`config.mk`:
```
export PLATFORM = sky130hd
export DESIGN_NAME = k12a_mem_arbiter
export DESIGN_NICKNAME = d
export VERILOG_FILES = /design/src/rtl/k12a_mem_arbiter.sv
export SDC_FILE = /design/constraint.sdc
export NUM_CORES = 1
export LEC_CHECK = 0
export ABC_AREA = 0
export CAP_MARGIN = 30
export CORE_MARGIN = 2
export CORE_UTILIZATION = 24
export DETAILED_ROUTE_END_ITERATION = 10
export MAX_ROUTING_LAYER = met4
export PLACE_DENSITY = 0.88
export REMOVE_ABC_BUFFERS = 1
export SETUP_SLACK_MARGIN = 0.3
export SYNTH_ARGS = -nofsm -noshare
export SYNTH_HDL_FRONTEND = slang
export SYNTH_SLANG_ARGS = --single-unit
```
`constraint.sdc`:
```
create_clock -name clock -period 1.8 [get_ports clock]
set_clock_uncertainty 0.15 [all_clocks]
set_input_delay 0.36 -clock clock [delete_from_list [all_inputs] [get_ports clock]]
set_output_delay 0.36 -clock clock [all_outputs]
set_load 0.02 [all_outputs]
```
`src/rtl/k12a_mem_arbiter.sv`:
```
// SRAM port arbiter between the K12A CPU control FSM and an external DMA/loader port.
// Define K12A_MEM_ARB_STARVE_GUARD_EN to enable the DMA starvation guard.
module k12a_mem_arbiter #(
  parameter int unsigned STARVE_LIMIT = 8
) (
  input  logic        clock,
  input  logic        reset_n,
  input  logic        cpu_mem_enable,
  input  logic        cpu_mem_mode,
  input  logic [15:0] cpu_addr,
  input  logic [7:0]  cpu_wdata,
  output logic [7:0]  cpu_rdata,
  output logic        cpu_stall,
  input  logic        dma_req,
  input  logic        dma_we,
  input  logic [15:0] dma_addr,
  input  logic [7:0]  dma_wdata,
  output logic        dma_ack,
  output logic [7:0]  dma_rdata,
  output logic        mem_ce_n,
  output logic        mem_oe_n,
  output logic        mem_we_n,
  output logic [15:0] mem_addr,
  output logic [7:0]  mem_wdata,
  input  logic [7:0]  mem_rdata
);

  typedef enum logic {ArbIdle, ArbAck} arb_state_e;
  typedef enum logic [1:0] {OwnNone, OwnCpu, OwnDma} owner_e;

  arb_state_e state_q, state_d;
  owner_e     owner;
  logic [7:0] dma_rdata_q, dma_rdata_d;
  logic       dma_eligible;
  logic       force_dma;

  // The ack cycle blocks DMA so a still-held request is not transferred twice.
  assign dma_eligible = (state_q == ArbIdle) && dma_req;

`ifdef K12A_MEM_ARB_STARVE_GUARD_EN
  logic [3:0] wait_cnt_q, wait_cnt_d;

  assign force_dma = dma_eligible && ({28'd0, wait_cnt_q} >= STARVE_LIMIT);
  assign cpu_stall = cpu_mem_enable && (owner == OwnDma);

  always_comb begin
    wait_cnt_d = wait_cnt_q;
    if (owner == OwnDma) begin
      wait_cnt_d = 4'd0;
    end else if (dma_eligible && (owner == OwnCpu) && (wait_cnt_q != 4'hf)) begin
      wait_cnt_d = wait_cnt_q + 4'd1;
    end
  end

  always_ff @(posedge clock) begin
    if (!reset_n) begin
      wait_cnt_q <= 4'd0;
    end else begin
      wait_cnt_q <= wait_cnt_d;
    end
  end
`else
  logic unused_starve_limit;

  assign unused_starve_limit = ^STARVE_LIMIT;
  assign force_dma = 1'b0;
  assign cpu_stall = 1'b0;
`endif

  always_comb begin
    owner = OwnNone;
    if (!reset_n) begin
      owner = OwnNone;
    end else if (force_dma) begin
      owner = OwnDma;
    end else if (cpu_mem_enable) begin
      owner = OwnCpu;
    end else if (dma_eligible) begin
      owner = OwnDma;
    end
  end

  always_comb begin
    mem_ce_n  = 1'b1;
    mem_oe_n  = 1'b1;
    mem_we_n  = 1'b1;
    mem_addr  = 16'h0000;
    mem_wdata = 8'h00;
    case (owner)
      OwnCpu: begin
        mem_ce_n  = 1'b0;
        mem_oe_n  = cpu_mem_mode;
        mem_we_n  = ~cpu_mem_mode;
        mem_addr  = cpu_addr;
        mem_wdata = cpu_wdata;
      end
      OwnDma: begin
        mem_ce_n  = 1'b0;
        mem_oe_n  = dma_we;
        mem_we_n  = ~dma_we;
        mem_addr  = dma_addr;
        mem_wdata = dma_wdata;
      end
      default: ;
    endcase
  end

  always_comb begin
    state_d     = (owner == OwnDma) ? ArbAck : ArbIdle;
    dma_rdata_d = dma_rdata_q;
    if ((owner == OwnDma) && !dma_we) begin
      dma_rdata_d = mem_rdata;
    end
  end

  always_ff @(posedge clock) begin
    if (!reset_n) begin
      state_q     <= ArbIdle;
      dma_rdata_q <= 8'h00;
    end else begin
      state_q     <= state_d;
      dma_rdata_q <= dma_rdata_d;
    end
  end

  assign dma_ack   = (state_q == ArbAck);
  assign dma_rdata = dma_rdata_q;
  assign cpu_rdata = mem_rdata;

endmodule

```
==> results of run 1 <==
[what timing repair did]
| item | CTS | global route |
|---|---|---|
| pin swaps | 4 | 6 |
| endpoints found under the setup margin | 52 | 32 |
| gates resized for setup | 226 | 27 |
| hold endpoints to repair | 0 | 0 |
| cloned | 2 | 0 |
| buffers inserted | 2 | 1 |
[area by class of cell]
type,instances,area share
Clock buffer,4,0.0136
Inverter,2,0.00389
Timing Repair Buffer,120,0.623
Sequential cell,9,0.0940
Tap cell,44,0.0285
Multi-Input combinational cell,55,0.237
[synth_stat cells]
cell type / number
dfxtp_1: 9
nand2_1: 16
a22o_1: 23
a22oi_1: 2
inv_1: 2
mux2i_1: 8
buf_12: 1
buf_4: 10
conb_1: 1
buf_6: 5
nor2_1: 1
clkbuf_1: 1
nor4b_1: 1
nor4bb_4: 1
buf_8: 1
a22o_4: 1
and2_4: 1
[logic make-up (layout without fill, tap and decap cells)]
| kind of cell | count (synthesis) | after routing | share of synthesized area |
|---|---|---|---|
| muxes | 8 | 8 | 0.102 |
| and+or+nand+nor | 20 | 20 | 0.136 |
| buffers and inverters | 20 | 126 | 0.227 |
| AOI/OAI and AO/OA | 26 | 26 | 0.299 |
| other | 1 | 1 | 0.00480 |
| DFF | 9 | 9 | 0.230 |
[critical path, cell delays in order (launching register included)]
cell and delay, ns:
dfxtp_2 0.33, nor4bb_4 0.27, buf_4 0.18, buf_6 0.13, a22o_1 0.16, buf_6 0.12
[worst paths after layout]
path	to	slack, ns	depth (start not counted)
worst max-delay path	mem_addr[9]	-0.17	5
worst min-delay path	dma_rdata[7]$_SDFFE_PN0P_	0.24	3
worst max register to register	dma_rdata[3]$_SDFFE_PN0P_	0.47	4
worst min register to register	dma_rdata[1]$_SDFFE_PN0P_	0.31	2
[flip-flops by register name (all words and copies together) (netlist names)]
| register | cells |
|---|---|
| dma_rdata | 8 |
| dma_ack | 1 |
[power groups by stage]
stage	clock [W]	combinational, W	sequential [W]
2_1_floorplan	0	0.000118	0.000223
3_3_place_gp	0	0.000402	0.000214
3_5_place_dp	0	0.000408	0.000215
4_1_cts	0.000166	0.000414	0.000210
6_report	0.000164	0.000429	0.000210
5_1_grt	0.000174	0.000454	0.000211
[per-layer routing]
| layer | vias up | share of wire |
|---|---|---|
| li1 | 506 | - |
| met1 | 467 | 0.35 |
| met4 | 0 | 0.014 |
| met2 | 61 | 0.52 |
| met5 | - | 0 |
| met3 | 4 | 0.11 |
[stage by stage]
stage	hold WS, ns	instance area, µm²	utilization
floorplan	0.352	612	-
global placement	0.292	1800	0.585
detailed placement	0.304	1800	0.585
CTS	0.310	1850	0.601
global route	0.264	1930	0.627
finish	0.240	1930	0.627
[cells in the final DEF, fill, tap and decap left out, drive strengths merged]
cell type	netlist	final
clkdlybuf4s50	0	49
and2	1	1
clkdlybuf4s15	0	2
buf	17	52
clkbuf	1	5
nor4bb	1	1
dlymetal6s2s	0	4
dfxtp	9	9
inv	2	2
conb	1	1
a22o	24	24
mux2i	8	8
a22oi	2	2
nand2	16	16
dlygate4sd2	0	12
nor2	1	1
nor4b	1	1
==> metrics.md, run 1 <==
| Metric | Value |
|---|---|
| Final worst path period need | `1.97 ns` |
| Io pins | `107` |
| Synth top area cells | `a22o_1 26%, dfxtp_1 23%, mux2i_1 10%, buf_4 9.6%, nand2_1 7.7%` |
| Clock sink total | `9` |
| Reg power frac | `0.262` |
| Clock group share of total power | `0.204` |
| H-tree levels | `1` |
| Kind of end point of the critical path | `primary output` |
| Cells after synthesis | `84` |
| Net switching power | `0.000252 W` |
| Initial antenna violation count | `0` |
| Total core area | `3080 µm²` |
| Layout Nets | `253` |
| Final period util | `1.10` |
| Setup TNS | `-3.47 ns` |
| Met3 usage | `0.0357` |
| Leak | `0.906 nW` |
| Setup violators final | `27` |
| DP HPWL | `2.46 mm` |
| Final Worst Setup Slack | `-0.174 ns` |
| Area Growth Syn to Fin | `147%` |
| Drt wl/cell | `13.6 µm` |
| Worst setup slack after placement | `-0.907 ns` |
| Clock insertion delay at the later pin of the skew report | `0.27 ns` |
| Routability Congestion | `0.725` |
| First-pass DRT Iterations | `4` |
| Synth top area share | `0.258` |
| CTS tree | `yes` |
| Total routed wirelength | `3.19 mm` |
| Num CTS Buffers | `3` |
| CP Max Fanout | `8` |
| Mapped cell area | `782 µm²` |
| Largest net degree at the start of global routing | `28` |
| Violated checks | `negative setup slack` |
| Switching Fraction | `0.314` |
| Die height | `61.1 µm` |
| Root buf cell | `clkbuf_4` |
| RSZ-0062 raised after global routing | `true` |
| Via density | `4.44` |
| Pint | `0.000551 W` |
| DR iter-0 viols | `16` |
| Worst r2r src | `dma_ack$_SDFF_PN0_` |
| Maximum VDD drop | `0.396 mV` |
| I/O Buffers | `105` |
| Synthesized area per cell | `9.31 µm²` |
| Area of the multi-input gates | `457 µm²` |
| Final hold vios | `0` |
| Cts hold-fix bufs | `0` |
| Clock transition at path regs | `0.06 ns` |
| Initial core utilization | `0.254` |
| GRT busiest layer | `met2` |
| Status | `finished with violations` |
| Comb power frac | `0.534` |
| Crit path arrival time | `1.46 ns` |
| Gr ovfl total | `0` |
| Post-synthesis cell type count | `17` |
| CP startpoint | `dma_ack$_SDFF_PN0_` |
| Vias in the first global route | `928` |
| Min-Delay Path Class | `in -> reg` |
| CP required | `1.29 ns` |
| Final instance count without filler cells | `234` |
| #FFs+latches synth | `9` |
| Overall Power | `0.000803 W` |
| Fin. max-slew vios | `0` |
| First-pass GRT wire length | `4.15 mm` |
| Grt met2 use | `0.274` |
| Sequential cell area | `181 µm²` |
| Via Count | `1,038` |
| GRT met1 Usage | `0.163` |
| Peak Freq | `507 MHz` |
| Part of the Yosys area used for sequential elements | `0.230` |
| Crit Path Class | `reg -> out` |
| Hold Crit Start | `mem_rdata[7]` |
| Die X-Extent | `61.1 µm` |
| DR DRC count | `0` |
| Die ar. | `3730 µm²` |
| Dpl cells | `225` |
| Antenna cells | `0` |
| Max_cap viols | `0` |
| # fillers | `288` |
| Startpoint class of the critical path | `register` |
| Pwr/cell area | `416 nW/µm²` |
| Total track usage | `0.156` |
| Post-synth top area cell | `a22o_1` |
| Std cell rows | `20` |
| Clk buf depth | `2` |
| Layout cell share with drive strength beyond 1 | `0.337` |
| Yosys warning count | `0` |
| Antenna-violating nets left | `0` |
No activity file was read; power rests on OpenSTA's default activity.
==> run 2: changes to the inputs <==
--- a/config.mk
+++ b/config.mk
@@ -10,6 +10,7 @@
 export CORE_MARGIN = 2
 export CORE_UTILIZATION = 24
 export DETAILED_ROUTE_END_ITERATION = 10
+export GPL_ROUTABILITY_DRIVEN = 0
 export MAX_ROUTING_LAYER = met4
 export PLACE_DENSITY = 0.88
 export REMOVE_ABC_BUFFERS = 1
==> results of run 2 <==
The final DEF is identical to that of run 1; final timing and power are the same.
==> run 3: changes to the inputs <==
==> constraint.sdc (replaced) <==
create_clock -name clock -period 2.05 [get_ports clock]
set_clock_uncertainty 0.15 [all_clocks]
set_input_delay 0.41 -clock clock [delete_from_list [all_inputs] [get_ports clock]]
set_output_delay 0.41 -clock clock [all_outputs]
set_load 0.02 [all_outputs]
==> run 3 against run 2 <==
The run now ends clean. Cell area shrank 2.4%. Clock power decreased by 17%. Via count is 3.2% higher. Die area did not move. Flip-flop and latch count is the same. Largest power group unchanged. Wire length increased by 3.0%. Count of clock-buffer cells in the layout did not move. Combinational power fell by 14%. Register-to-register slack gained 0.22 ns. Worst setup slack improved by 0.20 ns. Core utilization fell by 1.5 points.
==> metrics.md, run 3 (synthesis results as in run 1) <==
| Metric | Value |
|---|---|
| Io pins | `107 (unchanged)` |
| Die height | `61.1 µm (unchanged)` |
| CP startpoint | `dma_ack$_SDFF_PN0_ (unchanged)` |
| Min-Delay Path Class | `reg -> reg (was in -> reg)` |
| Leak | `0.862 nW (was 0.906 nW)` |
| Initial core utilization | `0.254 (unchanged)` |
| Crit Path Class | `reg -> out (unchanged)` |
| Area Growth Syn to Fin | `141% (was 147%)` |
| Maximum VDD drop | `0.472 mV (was 0.396 mV)` |
| Startpoint class of the critical path | `register (unchanged)` |
| Drt wl/cell | `14.0 µm (was 13.6 µm)` |
| Critical Path Stages | `5 (unchanged)` |
| DR DRC count | `0 (unchanged)` |
| Num CTS Buffers | `3 (unchanged)` |
| Final Worst Setup Slack | `0.0250 ns (was -0.174 ns)` |
| RSZ-0062 raised after global routing | `true (unchanged)` |
| Clock transition at path regs | `0.06 ns (about the same)` |
| Switching Fraction | `0.308 (was 0.314)` |
| Hold WS | `0.305 ns (was 0.240 ns)` |
| CTS tree | `yes (unchanged)` |
| DP HPWL | `2.42 mm (was 2.46 mm)` |
| Hold Crit Start | `dma_rdata[6]$_SDFFE_PN0P_ (was mem_rdata[7])` |
| Antenna cells | `0 (unchanged)` |
| Std cell rows | `20 (unchanged)` |
| CP max stage cell | `dfxtp_2 (unchanged)` |
| Total core area | `3080 µm² (unchanged)` |
| Clock sink total | `9 (unchanged)` |
| Root buf cell | `clkbuf_4 (unchanged)` |
| Via Count | `1,071 (was 1,038)` |
| Kind of end point of the critical path | `primary output (unchanged)` |
| Overall Power | `0.000689 W (was 0.000803 W)` |
| Setup violators final | `0 (was 27)` |
| R2R depth | `4 (unchanged)` |
| Vias in the first global route | `1,035 (was 928)` |
| Final hold vios | `0 (unchanged)` |
| Status | `finished clean (was finished with violations)` |
| First-pass GRT wire length | `4.58 mm (was 4.15 mm)` |
| DR iter-0 viols | `14 (was 16)` |
| Most frequent cells in the layout | `57 x clkdlybuf4s50_1, 23 x a22o_1, 23 x buf_6 (was 49 x clkdlybuf4s50_1, 39 x buf_6, 23 x a22o_1)` |
| H-tree levels | `1 (unchanged)` |
| Pint | `0.000477 W (was 0.000551 W)` |
| Buf/Inv on CP | `3 (unchanged)` |
| Cell family with most CP delay | `buffers and inverters (unchanged)` |
| Cts hold-fix bufs | `0 (unchanged)` |
| Commonest non-fill, non-tap cell in the layout | `clkdlybuf4s50_1 (unchanged)` |
| Crit path arrival time | `1.47 ns (was 1.46 ns)` |
| Clock group share of total power | `0.198 (was 0.204)` |
| Worst r2r src | `dma_ack$_SDFF_PN0_ (unchanged)` |
| Crit path largest cell delay | `0.34 ns (was 0.33 ns)` |
| Final period util | `0.988` |
| Min-Delay Path Depth | `2 (was 3)` |
| Net switching power | `0.000213 W (was 0.000252 W)` |
| Total routed wirelength | `3.28 mm (was 3.19 mm)` |
| Peak Freq | `494 MHz` |
| Max_cap viols | `0 (unchanged)` |
| Worst setup slack after placement | `-0.748 ns (was -0.907 ns)` |
| Die ar. | `3730 µm² (unchanged)` |
| Worst path most repeated cell | `buf_6 (unchanged)` |
| Largest net degree at the start of global routing | `28 (unchanged)` |
| I/O Buffers | `105 (unchanged)` |
| Pwr/cell area | `366 nW/µm² (was 416 nW/µm²)` |
| Fin. max-slew vios | `0 (unchanged)` |
| Total track usage | `0.167 (was 0.156)` |
| Comb power frac | `0.534 (about the same)` |
| Max reg flops | `8 (unchanged)` |
| Initial antenna violation count | `0 (unchanged)` |
| Layout Nets | `254 (was 253)` |
| Layout cell share with drive strength beyond 1 | `0.335 (was 0.337)` |
| Clock insertion delay at the later pin of the skew report | `0.26 ns (was 0.27 ns)` |
| Gr ovfl total | `0 (unchanged)` |
| Clk buf depth | `2 (unchanged)` |
| Final worst path period need | `2.03 ns` |
| Die X-Extent | `61.1 µm (unchanged)` |
| Reg power frac | `0.268 (was 0.262)` |
| First-pass DRT Iterations | `4 (unchanged)` |
| Via density | `4.56 (was 4.44)` |
| Antenna-violating nets left | `0 (unchanged)` |
| CP required | `1.49 ns (was 1.29 ns)` |
| Crit path cell chain | `nor4bb_4, buf_4, buf_6, a22o_1, buf_6 (unchanged)` |
| CP Max Fanout | `7 (was 8)` |
-- run 3: cell count changes in the layout (fill, tap and decap cells not counted), sizes merged --
| cell | change |
|---|---|
| buf | -5 |
| clkdlybuf4s15 | +3 |
| clkbuf | +1 |
| dlygate4sd2 | -3 |
| dlymetal6s2s | -3 |
| clkdlybuf4s50 | +8 |
-- run 3: cell type report --
class | instances | area [µm²]
Clock buffer | 4 | 26.3
Fill cell | 293 | 1190
Inverter | 2 | 7.51
Multi-Input combinational cell | 55 | 457
Sequential cell | 9 | 181
Tap cell | 44 | 55.1
Timing Repair Buffer | 121 | 1160
-- run 3: path summary, 6_finish.rpt --
| path | slack (ns) | endpoint |
|---|---|---|
| setup / recovery | 0.02 | mem_addr[13] |
| hold / removal | 0.30 | dma_rdata[6]$_SDFFE_PN0P_ |
| setup reg to reg | 0.69 | dma_rdata[7]$_SDFFE_PN0P_ |
| hold reg to reg | 0.30 | dma_rdata[6]$_SDFFE_PN0P_ |
-- run 3: power by group through the flow --
stage,Combinational [W],Clock (W),Sequential [W]
after floorplan,0.000103,0,0.000196
after global placement,0.000353,0,0.000188
after detailed placement,0.000358,0,0.000188
after CTS,0.000366,0.000142,0.000185
after global routing,0.000391,0.000148,0.000185
final,0.000368,0.000136,0.000185
-- run 3: through the flow --
| step | setup TNS (ns) | cells | area [µm²] | util |
|---|---|---|---|---|
| 5_1_grt | -0.623 | 235 | 1880 | 0.612 |
| 2_1_floorplan | -5.06 | 66 | 612 | - |
| 6_report | 0 | 235 | 1880 | 0.612 |
| 4_1_cts | 0 | 234 | 1870 | 0.608 |
| 3_3_place_gp | -18.43 | 225 | 1800 | 0.585 |
| 3_5_place_dp | -19.39 | 225 | 1800 | 0.585 |
-- run 3: routing by layer --
| layer | GRT usage | part of all wire | wire length, µm | up-vias |
|---|---|---|---|---|
| met4 | 0.0280 | 0.0049 | 16 | 0 |
| met5 | - | 0 | 0 | - |
| met3 | 0.0546 | 0.13 | 426 | 2 |
| met2 | 0.312 | 0.52 | 1710 | 67 |
| li1 | - | - | - | 510 |
| met1 | 0.171 | 0.34 | 1130 | 492 |
-- run 3: repair_timing --
item / in CTS / in global routing
pin swaps: 7 / 10
setup endpoints to repair: 45 / 35
buffers inserted: 3 / 1
hold endpoints to repair: 0 / 0
gates cloned: 2 / 0
gates resized for setup: 202 / 10
-- run 3: worst register-to-register path, cell delays in order, from the launching register on --
cell     delay (ns)
dfxtp_2        0.34
buf_4          0.14
nor4b_4        0.23
buf_4          0.18
mux2i_1        0.23
